<file path="config.mk">
export PLATFORM = sky130hd
export DESIGN_NAME = lsu_narrow_extend
export DESIGN_NICKNAME = d
export VERILOG_FILES = /design/src/rtl/lsu_narrow_extend.sv
export SDC_FILE = /design/constraint.sdc
export NUM_CORES = 1
export LEC_CHECK = 0
export BUFFER_PORTS_ARGS = -buffer_cell sky130_fd_sc_hd__buf_2
export CORE_MARGIN = 3
export CORE_UTILIZATION = 53
export DETAILED_ROUTE_END_ITERATION = 8
export GPL_ROUTABILITY_DRIVEN = 0
export PLACE_DENSITY = 0.86
export SYNTH_ARGS = -nofsm -noshare
export SYNTH_HDL_FRONTEND = slang
export SYNTH_SLANG_ARGS = --single-unit
</file>
<file path="constraint.sdc">
create_clock -name clk -period 4.3 [get_ports clk]
set_clock_uncertainty 0.15 [all_clocks]
set_input_delay 0 -clock clk [delete_from_list [all_inputs] [get_ports clk]]
set_output_delay 0 -clock clk [all_outputs]
set_load 0.02 [all_outputs]
</file>
<file path="src/rtl/lsu_narrow_extend.sv">
// -----------------------------------------------------------------------------
// lsu_narrow_extend
//
// Multi-cycle load/store unit sitting between the MIPS MEM stage and a
// req/ack data-memory bus (little-endian, 32-bit word addressed).
//   - Stores are narrowed to byte lanes: the store data is replicated across
//     the word and the byte enables select the lanes that are written.
//   - Loads pick the addressed byte/halfword out of the returned word and
//     sign- or zero-extend it to 32 bits.
//   - Misaligned halfword/word accesses never reach the bus; they raise a
//     one-cycle AdEL (load) or AdES (store) pulse with the faulting address.
//   - The pipeline is held with stall_o while the bus transaction is open.
//
// Ports
//   clk, rst          clock (rising edge), synchronous active-high reset
//   memread_i         load request from MEM stage
//   memwrite_i        store request from MEM stage (wins over memread_i)
//   size_i            00 byte, 01 half, 1x word
//   unsigned_i        zero-extend byte/half loads
//   addr_i, wdata_i   byte address, right-aligned store data
//   stall_o           freeze the pipeline (combinational on the request)
//   rdata_o           extended load result, held until the next load
//   rdata_valid_o     one-cycle pulse with a load result
//   adel_o, ades_o    one-cycle misaligned load / store pulse
//   badvaddr_o        faulting address, valid with adel_o / ades_o
//   mem_req_o .. mem_wdata_o   bus request, word address, lanes, data
//   mem_ack_i, mem_rdata_i     bus completion and read word (same cycle)
// -----------------------------------------------------------------------------
module lsu_narrow_extend (
   input  logic        clk,
   input  logic        rst,
   input  logic        memread_i,
   input  logic        memwrite_i,
   input  logic [1:0]  size_i,
   input  logic        unsigned_i,
   input  logic [31:0] addr_i,
   input  logic [31:0] wdata_i,
   output logic        stall_o,
   output logic [31:0] rdata_o,
   output logic        rdata_valid_o,
   output logic        adel_o,
   output logic        ades_o,
   output logic [31:0] badvaddr_o,
   output logic        mem_req_o,
   output logic        mem_we_o,
   output logic [31:0] mem_addr_o,
   output logic [3:0]  mem_be_o,
   output logic [31:0] mem_wdata_o,
   input  logic        mem_ack_i,
   input  logic [31:0] mem_rdata_i
);

   typedef enum logic [1:0] {
      ST_IDLE  = 2'd0,
      ST_REQ   = 2'd1,
      ST_DONE  = 2'd2,
      ST_FAULT = 2'd3
   } state_t;

   state_t      state_reg,    state_next;
   logic        we_reg,       we_next;
   logic [1:0]  size_reg,     size_next;
   logic        uns_reg,      uns_next;
   logic [31:0] addr_reg,     addr_next;
   logic [3:0]  be_reg,       be_next;
   logic [31:0] wdata_reg,    wdata_next;
   logic [31:0] rdata_reg,    rdata_next;
   logic [31:0] badvaddr_reg, badvaddr_next;

   logic        request;
   logic        misaligned;
   logic        in_req;

   // Store lane formatting, computed straight from the MEM-stage inputs so it
   // can be captured in the same cycle the request is accepted.
   logic [3:0]  st_be;
   logic [31:0] st_wdata;

   // Load lane extraction from the returned word, steered by the captured
   // address and size.
   logic [7:0]  rbyte [4];
   logic [7:0]  ld_byte;
   logic [15:0] ld_half;
   logic [31:0] ld_ext;

   assign request = memread_i | memwrite_i;

   // Size 2'b11 is treated as a word, so size_i[1] alone selects word rules.
   assign misaligned = (size_i == 2'b01 && addr_i[0]) ||
                       (size_i[1]       && addr_i[1:0] != 2'b00);

   genvar gi;
   generate
      for (gi = 0; gi < 4; gi++) begin : g_lane
         // Byte: only lane k. Half: the lane pair selected by addr[1].
         assign st_be[gi] = size_i[1] ? 1'b1 :
                            size_i[0] ? (addr_i[1] == (gi >= 2)) :
                                        (addr_i[1:0] == 2'(gi));

         // Replicating the narrow datum across all lanes lets memory pick
         // whichever lanes are enabled without any shifting.
         assign st_wdata[8*gi +: 8] = size_i[1] ? wdata_i[8*gi +: 8] :
                                      size_i[0] ? wdata_i[8*(gi%2) +: 8] :
                                                  wdata_i[7:0];

         assign rbyte[gi] = mem_rdata_i[8*gi +: 8];
      end
   endgenerate

   always_comb begin
      ld_byte = rbyte[addr_reg[1:0]];
      ld_half = addr_reg[1] ? mem_rdata_i[31:16] : mem_rdata_i[15:0];
      case (size_reg)
         2'b00:   ld_ext = {{24{~uns_reg & ld_byte[7]}},  ld_byte};
         2'b01:   ld_ext = {{16{~uns_reg & ld_half[15]}}, ld_half};
         default: ld_ext = mem_rdata_i;
      endcase
   end

   // Next-state and capture logic.
   always_comb begin
      state_next    = state_reg;
      we_next       = we_reg;
      size_next     = size_reg;
      uns_next      = uns_reg;
      addr_next     = addr_reg;
      be_next       = be_reg;
      wdata_next    = wdata_reg;
      rdata_next    = rdata_reg;
      badvaddr_next = badvaddr_reg;

      case (state_reg)
         ST_IDLE: begin
            if (request) begin
               we_next   = memwrite_i;
               size_next = size_i;
               uns_next  = unsigned_i;
               addr_next = addr_i;
               if (misaligned) begin
                  badvaddr_next = addr_i;
                  state_next    = ST_FAULT;
               end else begin
                  // Loads drive no byte enables and no write data.
                  be_next    = memwrite_i ? st_be    : 4'b0000;
                  wdata_next = memwrite_i ? st_wdata : 32'h0;
                  state_next = ST_REQ;
               end
            end
         end
         ST_REQ: begin
            if (mem_ack_i) begin
               if (!we_reg) begin
                  rdata_next = ld_ext;
               end
               state_next = ST_DONE;
            end
         end
         ST_DONE:  state_next = ST_IDLE;
         ST_FAULT: state_next = ST_IDLE;
         default:  state_next = ST_IDLE;
      endcase
   end

   always_ff @(posedge clk) begin
      if (rst) begin
         state_reg    <= ST_IDLE;
         we_reg       <= 1'b0;
         size_reg     <= 2'b00;
         uns_reg      <= 1'b0;
         addr_reg     <= 32'h0;
         be_reg       <= 4'b0000;
         wdata_reg    <= 32'h0;
         rdata_reg    <= 32'h0;
         badvaddr_reg <= 32'h0;
      end else begin
         state_reg    <= state_next;
         we_reg       <= we_next;
         size_reg     <= size_next;
         uns_reg      <= uns_next;
         addr_reg     <= addr_next;
         be_reg       <= be_next;
         wdata_reg    <= wdata_next;
         rdata_reg    <= rdata_next;
         badvaddr_reg <= badvaddr_next;
      end
   end

   // Bus outputs are gated by state so they are quiet outside REQ and drop
   // immediately when reset abandons an open transaction.
   assign in_req      = (state_reg == ST_REQ);
   assign mem_req_o   = in_req;
   assign mem_we_o    = in_req & we_reg;
   assign mem_addr_o  = in_req ? {addr_reg[31:2], 2'b00} : 32'h0;
   assign mem_be_o    = in_req ? be_reg    : 4'b0000;
   assign mem_wdata_o = in_req ? wdata_reg : 32'h0;

   // The only input-combinational output: the pipeline must freeze in the
   // same cycle it presents the request.
   assign stall_o = ((state_reg == ST_IDLE) & request) | in_req;

   assign rdata_o       = rdata_reg;
   assign rdata_valid_o = (state_reg == ST_DONE)  & ~we_reg;
   assign adel_o        = (state_reg == ST_FAULT) & ~we_reg;
   assign ades_o        = (state_reg == ST_FAULT) &  we_reg;
   assign badvaddr_o    = badvaddr_reg;

endmodule

</file>
==> results.md <==
- CP max-delay cell: dfxtp_1
- Setup-failing EPs final: 0
- Die height: roughly 110 um
- Sw frac: around 29%
- Final setup TNS: 0 ns
- # clock sinks: approximately 140
- Crit-path max FO: 19
- Wire length per cell: ~19 um
- GRT busiest layer: met2
- WP data arrival: 3.01 ns
- GRT met2 Usage: between 50% and 60%
- Worst hold path class: primary input to flip-flop
- Final instance area: 9060 um2
- DP Area: around 7400 um2
- Resize count post-CTS: 0
- Sequential cell area fraction in the yosys report: 44.1%
- Slew headroom: approximately a quarter
- Ys flop type: dfxtp_1
- Reg2reg setup slack: between 1 and 1.5 ns
- Cell variety after synth: 47
- CP max stage delay: 0.88 ns
- Detailed-route vias per instance: around 5.7
- Multiplexer share of the synthesized area: approximately 5.6%
- Number of buffers created by CTS: 17
- Reg power frac: 40.8%
- CP endpoint kind: flip-flop
- Pre-antenna DRT Iters: 5
- Core ar.: 11500 um2
- DRT antenna net count: 0
- Overflow after GRT: 0
- Psw: approximately 1.0 mW
- Post-Layout Cell Count: ~1200
- Fin crit share: 65.3%
- DIE AREA: between 10000 and 15000 um2
- Final Power: about 3.6 mW
- Grt met1 use: between 30% and 40%
- DRC violation count after routing: 0
- Final core utilization: about four fifths
- CTS tree: yes
- CP bufs+invs: 1
- Synth Area in Compound Gates: around 18%
- Final #Nets: around 1200
- WS Path Type: flip-flop to flip-flop
- Placement Rows: 39
- Initial antenna violation count: 2
- Outcome: completed
- Footprint of the multi-input gates: 3200 um2
- Placed insts: between 1000 and 1500
- Clk root buf: clkbuf_16
- Worst Max-Slew Pin Slew: around 1.1 ns
- Global-route wire length before repair: approximately 35000 um
- Clock tree buffer depth: 2
- First DRT Iteration DRCs: around 880
- Largest net degree at the start of global routing: a little over 70
- HPWL after detailed placement: 12500 um
- Final Hold Fails: 0
- P&R area growth vs syn: 44.6%
- Pwr/cell area: around 390 nW/um2
- Max-slew violations: 0
- CP required: 4.50 ns
- Maximum clock frequency: roughly 0.36 GHz
- CP top delay family: flip-flops
- Top-level port count: roughly 240
- # Max-Cap Violations: 0
- Avg Synthesized Cell Area: between 8 and 9 um2
- Clock share of power: approximately two fifths
- Async set or reset register ratio after synthesis: 0%
- Worst-skew pair later-pin latency: 0.42 ns
- Yosys warns: 0
- Peak VDD IR: 0.000343 V
- EDFF count, synth: 0
- Simple-gate portion of the synthesized area: a little over a quarter
- Clock transition at the registers of the reported paths: approximately 0.060 ns
- Synth Area in Adders: 0%
- Most frequent cells in the layout: 238 x buf_2, 178 x nand2_1, 138 x dfxtp_1, 113 x dlygate4sd3_1, 87 x a21oi_1
- Die Wd: around 110 um
- Synth Register Bits: around 140
- Share of layout cells above drive strength 1: 27.9%
- Final WL: 22900 um
- Leakage: a little over 4 nW
- Crit path cell chain: nor2b_1, a31oi_1, a311oi_1, dlygate4sd3_1
- Effective utilization at floorplan: 54.6%
- Vias in the first global route: 6851
- Synth Area in XOR/XNOR: 0%
- Gate power share: a little over a fifth
- Routed vias: roughly 7000
- Post-Syn Instances: 760
- Tmin final: between 2 and 3 ns
- H-tree levels: 4
- GRT Resource Usage Total: approximately 34%
- Critical path startpoint category: flip-flop
- Unrepaired setup endpoints after global routing: no
- Synth Cell Area: about 6300 um2
- Most common cell after layout, fill and taps aside: buf_2
- Met3 Usage GRT: ~8.6%
- Port buffer count: about 240
- Internal power: between 2 and 3 mW
- FILL cells: a little over 700
- Reg area: 2760 um2
- Largest family of logic cells by synthesized area: simple AND/OR/NAND/NOR gates
==> cell usage after synthesis (all sizes together), types with 2 or more instances <==
cell	n	share of area (%)
buf	33	3.1
nand2b	10	1.0
nand3	12	0.96
nor3b	2	0.32
nor4	3	0.78
o221a	8	1.4
o21ai	18	1.4
nand3b	8	1.0
dfxtp	138	44
and2	67	6.7
a22o	14	2.0
nor2b	12	1.2
nand2	178	11
nor2	41	2.7
a21oi	89	7.4
a211oi	32	3.8
o2bb2ai	10	1.4
mux2i	26	4.2
or3	2	0.20
mux2	8	1.4
clkbuf	32	1.9
nor3	3	0.40
==> metrics by stage <==
step	hold slack, ns	setup WS, ns
4_1_cts	0.0273	1.63
5_1_grt	0.0835	1.34
2_1_floorplan	-0.0245	2.61
3_3_place_gp	0.0991	1.96
6_report	0.0508	1.49
3_5_place_dp	0.0984	1.86
==> layout make-up <==
type / instances / area share [%]
multi-input combinational: 558 / 35.3
sequential: 138 / 30.5
timing repair buffer: 358 / 26.2
clock buffer: 25 / 5.47
tap: 143 / 1.98
clock inverter: 3 / 0.442
antenna: 2 / 0.0553
==> power groups by stage <==
stage	Clock, mW	Combinational [mW]	Sequential (mW)
final	1.37	0.738	1.45
after global routing	1.43	0.795	1.46
after detailed placement	0	0.622	1.47
after floorplan	0	0.385	1.50
after global placement	0	0.611	1.46
after CTS	1.36	0.707	1.44
==> timing repair <==
action | 4_1_cts | 5_1_grt
buffers inserted | 0 | 0
hold buffers | 113 | 0
endpoints found under the hold margin | 138 | 0
==> per-layer routing <==
metal | up-vias | share of wire, %
li1 | 3211 | -
met1 | 3275 | 37
met2 | 431 | 49
met3 | 106 | 8.8
met4 | 0 | 5.2
met5 | - | 0
==> cell families after synthesis <==
| kind of cell | after synthesis |
|---|---|
| buf+inv | 65 |
| flops | 138 |
| simple gates | 345 |
| compound gates | 177 |
| mux | 34 |
| other cells | 1 |
==> tightest hold or removal path: cells and delay by family <==
kind                   cells  cell delay, ns
AO/OA/AOI/OAI              2            0.30
buffers and inverters      1            0.13
AND/OR/NAND/NOR            1            0.15
==> final timing paths <==
| path | from | endpoint | cells past startpoint |
|---|---|---|---|
| max | addr_reg[1] | rdata_o[7] | 4 |
| min | memread_i | addr_reg[25] | 4 |
| max reg2reg | addr_reg[1] | rdata_o[7] | 4 |
| min reg2reg | wdata_reg[20] | wdata_reg[20] | 2 |
Note: power is estimated with default switching activity, not from simulation.
